### config.mk
export PLATFORM = sky130hd
export DESIGN_NAME = cc_hit_dispatch_unit
export DESIGN_NICKNAME = d
export VERILOG_FILES = /design/src/rtl/cc_pkg.sv /design/src/rtl/cc_hit_dispatch_unit.sv
export SDC_FILE = /design/constraint.sdc
export NUM_CORES = 1
export LEC_CHECK = 0
export CAP_MARGIN = 20
export CORE_AREA = 8 8 424 426
export CTS_CLUSTER_SIZE = 8
export DETAILED_ROUTE_END_ITERATION = 8
export DIE_AREA = 0 0 432 434
export HOLD_SLACK_MARGIN = 0.05
export SLEW_MARGIN = 10
export SYNTH_ARGS = -nofsm -noshare
export SYNTH_HDL_FRONTEND = slang
export SYNTH_SLANG_ARGS = --single-unit
### constraint.sdc
create_clock -name clk -period 4.5 [get_ports clk]
set_input_delay 1.35 -clock clk [delete_from_list [all_inputs] [get_ports clk]]
set_output_delay 1.35 -clock clk [all_outputs]
set_load 0.01 [all_outputs]
### src/rtl/cc_pkg.sv
// Shared cache-controller definitions: AXI burst encoding, line geometry,
// the fixed miss-burst shape and the dispatch FSM state type.
package cc_pkg;

    // AXI AR burst type used for critical-word-first line fills
    localparam logic [1:0] BURST_WRAP = 2'b10;

    // Line geometry: 64-byte line, 6 offset bits, filled as 8 x 8-byte beats
    localparam int CC_LINE_W   = 512;
    localparam int CC_OFFSET_W = 6;
    localparam int CC_BEATS    = 8;

    // Low address bits that select a byte within one 8-byte beat
    localparam int CC_BEAT_LSB = 3;

    // Miss burst shape: 8 beats of 8 bytes each
    localparam logic [3:0] CC_ARLEN  = 4'(CC_BEATS - 1);
    localparam logic [2:0] CC_ARSIZE = 3'd3;

    typedef enum logic [0:0] {
        IDLE    = 1'b0,
        AR_WAIT = 1'b1
    } cc_state_e;

endpackage

### src/rtl/cc_hit_dispatch_unit.sv
// Hit/miss dispatch: accepts tag-compare results in order, writes the hit
// flag (and, on a hit, the line+offset word) to the reorder FIFOs in the
// accept cycle, and launches a WRAP line fill on the AR channel for a miss.
module cc_hit_dispatch_unit
    import cc_pkg::*;
#(
    parameter int MAX_OUTSTANDING = 4,
    parameter int ADDR_WIDTH      = 32
) (
    input  logic                            clk,
    input  logic                            rst_n,
    input  logic                            lookup_valid_i,
    input  logic                            lookup_hit_i,
    input  logic [ADDR_WIDTH-1:0]           lookup_addr_i,
    input  logic [CC_LINE_W-1:0]            lookup_line_i,
    output logic                            lookup_ready_o,
    input  logic                            hit_flag_fifo_afull_i,
    output logic                            hit_flag_fifo_wren_o,
    output logic                            hit_flag_fifo_wdata_o,
    input  logic                            hit_data_fifo_afull_i,
    output logic                            hit_data_fifo_wren_o,
    output logic [CC_OFFSET_W+CC_LINE_W-1:0] hit_data_fifo_wdata_o,
    output logic [ADDR_WIDTH-1:0]           mem_araddr_o,
    output logic [3:0]                      mem_arlen_o,
    output logic [2:0]                      mem_arsize_o,
    output logic [1:0]                      mem_arburst_o,
    output logic                            mem_arvalid_o,
    input  logic                            mem_arready_i,
    input  logic                            mem_rvalid_i,
    input  logic                            mem_rready_i,
    input  logic                            mem_rlast_i
);

    localparam int              OUTS_W   = $clog2(MAX_OUTSTANDING + 1);
    localparam logic [OUTS_W-1:0] OUTS_MAX = OUTS_W'(MAX_OUTSTANDING);

    cc_state_e               state_r;
    cc_state_e               state_s;
    logic [OUTS_W-1:0]       outs_r;
    logic [ADDR_WIDTH-1:0]   araddr_r;
    logic                    ready_s;
    logic                    hit_acc_s;
    logic                    miss_acc_s;
    logic                    rdone_s;
    logic                    outs_zero_s;

    assign hit_acc_s   = lookup_valid_i & ready_s & lookup_hit_i;
    assign miss_acc_s  = lookup_valid_i & ready_s & ~lookup_hit_i;
    assign rdone_s     = mem_rvalid_i & mem_rready_i & mem_rlast_i;
    assign outs_zero_s = (outs_r == {OUTS_W{1'b0}});

    assign lookup_ready_o = ready_s;
    assign mem_arvalid_o  = (state_r == AR_WAIT);
    assign mem_araddr_o   = araddr_r;
    assign mem_arlen_o    = CC_ARLEN;
    assign mem_arsize_o   = CC_ARSIZE;
    assign mem_arburst_o  = BURST_WRAP;

    // Ready: idle, flag FIFO has room, and the path this lookup needs has room
    always_comb begin
        ready_s = 1'b0;
        if (!rst_n) begin
            ready_s = 1'b0;
        end else if ((state_r == IDLE) && !hit_flag_fifo_afull_i) begin
            if (lookup_hit_i) begin
                ready_s = ~hit_data_fifo_afull_i;
            end else begin
                ready_s = (outs_r < OUTS_MAX);
            end
        end else begin
            ready_s = 1'b0;
        end
    end

    // FIFO writes happen only in the accept cycle; data rides with a hit flag
    always_comb begin
        hit_flag_fifo_wren_o  = 1'b0;
        hit_flag_fifo_wdata_o = 1'b0;
        hit_data_fifo_wren_o  = 1'b0;
        hit_data_fifo_wdata_o = '0;
        if (hit_acc_s) begin
            hit_flag_fifo_wren_o  = 1'b1;
            hit_flag_fifo_wdata_o = 1'b1;
            hit_data_fifo_wren_o  = 1'b1;
            hit_data_fifo_wdata_o = {lookup_addr_i[CC_OFFSET_W-1:0], lookup_line_i};
        end else if (miss_acc_s) begin
            hit_flag_fifo_wren_o  = 1'b1;
            hit_flag_fifo_wdata_o = 1'b0;
        end else begin
            hit_flag_fifo_wren_o  = 1'b0;
        end
    end

    // Next state: a miss parks us in AR_WAIT until the AR handshake
    always_comb begin
        state_s = state_r;
        case (state_r)
            IDLE: begin
                if (miss_acc_s) begin
                    state_s = AR_WAIT;
                end else begin
                    state_s = IDLE;
                end
            end
            AR_WAIT: begin
                if (mem_arready_i) begin
                    state_s = IDLE;
                end else begin
                    state_s = AR_WAIT;
                end
            end
            default: state_s = IDLE;
        endcase
    end

    // State register
    always_ff @(posedge clk or negedge rst_n) begin
        if (!rst_n) begin
            state_r <= IDLE;
        end else begin
            state_r <= state_s;
        end
    end

    // AR address: beat-aligned miss address captured at accept, held until handshake
    always_ff @(posedge clk or negedge rst_n) begin
        if (!rst_n) begin
            araddr_r <= '0;
        end else if (miss_acc_s) begin
            araddr_r <= {lookup_addr_i[ADDR_WIDTH-1:CC_BEAT_LSB], {CC_BEAT_LSB{1'b0}}};
        end
    end

    // Outstanding misses: +1 per miss accept, -1 per completed R burst, floor at 0
    always_ff @(posedge clk or negedge rst_n) begin
        if (!rst_n) begin
            outs_r <= '0;
        end else begin
            case ({miss_acc_s, rdone_s})
                2'b10:   outs_r <= outs_r + {{(OUTS_W-1){1'b0}}, 1'b1};
                2'b01:   outs_r <= outs_zero_s ? outs_r : outs_r - {{(OUTS_W-1){1'b0}}, 1'b1};
                default: outs_r <= outs_r;
            endcase
        end
    end

endmodule

[Yosys cells after proc, flatten, opt, wreduce, memory -nomap -nowiden]
Cells that the tools add are included.
W data, S select, Z words.
Operators by class
  $add $sub $neg: 2
  $lt $le $gt $ge: 1
  equal/unequal tests: 3
  multiplexer cells: 11
  bitwise operators: 8
  reductions and logical operators: 5
Operators by type and width (number)
  $mux W518: 1
  $mux W1: 7
  $pmux W3 S2: 1
  $and A1 B1 Y1: 5
  $add A3 B1 Y3 const B: 1
  $logic_not A3 Y1: 1
  $lt A3 B3 Y1 const B: 1
  $mux W3: 1
  $not A1 Y1: 3
  $sub A3 B1 Y3 const B: 1
  $eq A2 B1 Y1 const B: 1
  $eq A2 B2 Y1 const B: 1
  $ne A2 B2 Y1 const B: 1
  $pmux W1 S2: 1
  $reduce_and A2 Y1: 1
  $reduce_bool A2 Y1: 1
  $logic_and A1 B1 Y1: 1
  $logic_not A1 Y1: 1
Storage, ports and cells
  bits in registers: 33
  input bits: 554
  output and inout port bits: 564

[Logic depth before layout (Yosys ltp)]
  word-level depth: 9
  depth in mapped cells: 7

[Worst setup path before layout]
OpenSTA, ideal clock, no wires.
  path type: in2out
  from: in hit_flag_fifo_afull_i
  to: out hit_data_fifo_wdata_o[502]
  arrival: 2530 ps
  data required time: 3150 ps
  setup slack: 620 ps
  stages on the path: 7
  buffers on the path: 3
  path through: nor3b_2 -> o21a_1 -> and3_1 -> buf_4 -> buf_6 -> buf_6 -> and2_1
Between the ends
  longest elaborated chain between the ends: 7
Ends and longest elaborated chain
  from (decl): line cc_hit_dispatch_unit.sv:17  | input logic hit_flag_fifo_afull_i,
  $logic_not A1 Y1: line cc_hit_dispatch_unit.sv:64  | end else if ((state_r == IDLE) && !hit_flag_fifo_afull_i) begin
  $logic_and A1 B1 Y1: line cc_hit_dispatch_unit.sv:64
  $mux W1: line cc_hit_dispatch_unit.sv:64
  $mux W1: line cc_hit_dispatch_unit.sv:62  | if (!rst_n) begin
  via lookup_ready_o: line cc_hit_dispatch_unit.sv:16  | output logic lookup_ready_o,
  $and A1 B1 Y1 (2 in a row): line cc_hit_dispatch_unit.sv:47  | assign hit_acc_s = lookup_valid_i & ready_s & lookup_hit_i;
  $mux W518: line cc_hit_dispatch_unit.sv:81  | if (hit_acc_s) begin
  to (decl): line cc_hit_dispatch_unit.sv:22  | output logic [CC_OFFSET_W+CC_LINE_W-1:0] hit_data_fifo_wdata_o,
The timed path passes the listed nets, and every way through them passes these cells.

[Worst setup path in the final report]
  from: in rst_n
  to: out hit_data_fifo_wdata_o[433]
Between the ends
  longest elaborated chain between the ends: 4
Ends and longest elaborated chain
  from (decl): line cc_hit_dispatch_unit.sv:11  | input logic rst_n,
  $mux W1: line cc_hit_dispatch_unit.sv:62
  $and A1 B1 Y1 (2 in a row): line cc_hit_dispatch_unit.sv:47
  $mux W518: line cc_hit_dispatch_unit.sv:81
Every way passes these cells.

==> impl_metrics.tcl <==
set metrics [dict create \
    seq_power_share_pct 18.5 \
    fin_nets 2451 \
    p_sw_mw 1.18 \
    swShare_pct 41.9 \
    crit_required_ns 3.15 \
    cts_tree "done" \
    vias 10700 \
    ys_types 26 \
    crit_family "buffers and inverters" \
    tns_ns 0 \
    drtPass1Iterations 5 \
    holdCritPathClass "reg2reg" \
    yosysMostFrequentCell "and2_1" \
    die_h_um 434 \
    met2_length_mm 75.2 \
    synth_area_leaders "and2_1 (63%), dfrtp_1 (16%), nand2_1 (6.4%)" \
    synth_compound_area_share_pct 1.18 \
    drt-wirelength-per-cell_um 38.0 \
    coreArea_um2 173000 \
    avgSynthCellArea_um2 6.92 \
    area_growth_pct 321 \
    grt_max_degree 34 \
    power_frac_clock_pct 17.3 \
    std_cell_rows 153 \
    synthCells 748 \
    ir_worst_vdd_mv 0.181 \
    synth_top_family_by_area "simple AND/OR/NAND/NOR gates" \
    cp_cell_sequence "buf_6 -> nor3b_4 -> o21a_1 -> and3_4 -> buf_8 -> buf_8 -> and2_1 -> clkdlybuf4s50_1" \
    period_minus_slack_ns 4.46 \
    synth_common_cells "and2_1 (519), nand2_1 (88), dfrtp_1 (33)" \
    clockRootBuffer "clkbuf_16" \
    power_density_nw_per_um2 129 \
    synthXorXnorAreaFrac_pct 0.338 \
    p_comb_share_pct 64.2 \
    synth.area.mux_share_pct 0.193 \
    h-tree-depth 2 \
    chipWidth_um 432 \
    maxSlewViolCount 0 \
    place_hpwl_mm 152 \
    initial_core_util_pct 3.00 \
    ys_async_sr_fraction_pct 100 \
    portBuffers 1105 \
    total_power_mw 2.81 \
    cp-end-kind "primary output" \
    internal_power_mw 1.64 \
    maxUsedRoutingLayer "met5" \
    yosys.area_share.simple_pct 70.6 \
    synth_area_leader_cell "and2_1" \
    max_stage_delay_ns 0.55 \
    holdBufCountCts 0 \
    timing.max_cap.violations 0 \
    pin_count 1118 \
    finalHoldViolCount 0 \
    skew_ns 0.0346 \
    outcome "complete, no violations" \
    rsz0062_at_grt "yes" \
    timing.setup.critical_path_class "in2out" \
    synth_warnings 0 \
    crit_top_cell "buf_8" \
    synth_top_area_share_pct 62.7 \
    synthFlopType "dfrtp_1" \
    antenna_left 0 \
    worstMarginPinSlew_ns 0.680 \
    ys_seq_elements 33 \
    synth_area_um2 5180 \
    whs_ns 0.480 \
    power_leakage_nw 9.26 \
    drt-met1-wl_mm 59.8 \
    synth_fa_ha_area_share_pct 0.242 \
    cts_made_buffers 5 \
    worst-path-buf-inv 4 \
    cp-start-kind "input port" \
    clockBufferDepth 2 \
    cp_num_cells 8 \
    clk_pin_slew_worst_paths_ns 0.07 \
    final-setup-viol-count 0 \
    via_per_inst 2.50 \
    clock-sinks 33 \
    drive_above_1_share_pct 24.9 \
    antenna_found_initial 230 \
    path_max_fanout 25 \
    fmax_mhz 224 \
    drc 0 \
    clk_latency_ns 0.35 \
    worstPathArrival_ns 3.11 \
    seq_area_frac_synth_pct 15.9 \
    place_congestion 0.941 \
    initialDrtViolationCount 525 \
    grt_pass1_wl_mm 185 \
    reg2reg_depth 11 \
    slowest_stage "clkdlybuf4s50_1" \
    synth_edf_count 0 \
    whs_path_depth 2 \
    track_usage_pct 16.3 \
    routed_wl_mm 162 \
    overflow 0 \
    period_share_pct 99.1 \
    floorplan.die_area_um2 187000 \
    routed-wl-met3_mm 23.9 \
    relSlewSlack_pct 54.7 \
    grt_pass1_vias 10600 \
]
registers in the layout, summed over array words and instances, names as in the netlist:
name           count
mem_araddr_o      29
outs_r             3
mem_arvalid_o      1
stage by stage:
step	setup WS (ns)	instances	instance area (µm²)	utilization [%]
6_report	0.0403	4274	21800	12.6
5_1_grt	-0.0495	4229	21700	12.5
4_1_cts	-0.0558	4220	21600	12.5
3_5_place_dp	-0.541	4179	20900	12.1
3_3_place_gp	-0.537	4179	20900	12.1
2_1_floorplan	0.620	758	5220	-
logic make-up (layout without fill, tap and decap cells):
group           after synthesis  after routing
flops                        33             33
xor+xnor                      2              2
other cells                   2             64
fa+ha+maj                     1              1
simple gates                619            619
compound gates               10             10
mux                           1              1
buf+inv                      80           1219
worst register-to-register path, stage by stage (launching register included):
cell and delay, ns:
dfrtp_1 0.66, nor3b_4 0.10, buf_4 0.15, buf_4 0.13, buf_4 0.12, buf_4 0.14
nand3_2 0.07, nand2_1 0.08, xnor2_1 0.16, ha_1 0.19, or4b_2 0.61, o211ai_1 0.21
cell type report:
cell class	count	area, µm²
Timing Repair Buffer	1210	13800
Multi-Input combinational cell	645	4000
Tap cell	2325	2910
Sequential cell	33	826
Inverter	1	3.75
Antenna cell	52	130
Clock inverter	3	46.3
Clock buffer	5	125
Fill cell	19700	151000
final timing paths:
| kind | end | start | slack, ns |
|---|---|---|---|
| worst max-delay path | hit_data_fifo_wdata_o[433] | rst_n | 0.04 |
| worst min-delay path | mem_araddr_o[20]$_DFFE_PN0P_ | mem_araddr_o[20]$_DFFE_PN0P_ | 0.48 |
| worst max register to register | outs_r[2]$_DFFE_PN0P_ | mem_arvalid_o$_DFF_PN0_ | 1.79 |
| worst min register to register | mem_araddr_o[20]$_DFFE_PN0P_ | mem_araddr_o[20]$_DFFE_PN0P_ | 0.48 |
| max in group asynchronous | mem_araddr_o[15]$_DFFE_PN0P_ | rst_n | 2.86 |
| min in group asynchronous | outs_r[2]$_DFFE_PN0P_ | rst_n | 1.10 |
layer usage:
layer  global-route usage (%)  vias up
li1                         -     4575
met1                     18.0     4803
met2                     26.9      815
met3                     10.9      334
met4                     2.01      142
met5                        0        -
cells in the final DEF, fill, tap and decap left out, types with 2 or more instances in the layout:
master           synthesis  layout
and2_1                 519     443
buf_6                   25      15
clkdlybuf4s15_1          0      37
clkdlybuf4s50_1          0     608
buf_4                   16      90
buf_16                   0      15
and2_2                   0      15
o21ai_0                  4       4
buf_8                    0       2
buf_12                   0     188
xnor2_1                  2       2
o211ai_1                 2       2
dfrtp_1                 33      33
nand2_1                 88      88
conb_1                   2      12
and2_4                   0      61
clkbuf_16                0       8
clkdlybuf4s15_2          0      29
buf_2                   31      37
dlymetal6s2s_1           0       6
diode_2                  0      52
dlygate4sd2_1            0     178
power by group through the flow:
stage / Clock [mW] / Sequential [mW] / Combinational, mW
detailed placement: 0 / 0.522 / 1.84
global placement: 0 / 0.517 / 1.84
floorplan: 0 / 0.569 / 0.282
CTS: 0.519 / 0.521 / 1.88
global route: 0.513 / 0.540 / 1.91
finish: 0.486 / 0.521 / 1.81
repair_timing:
action	CTS	global route
endpoints found under the hold margin	0	0
endpoints found under the setup margin	518	112
setup buffers	21	1
gates cloned	13	3
pin swaps	4	0
resized for setup	598	33
Note: power is estimated with default switching activity, not from simulation.
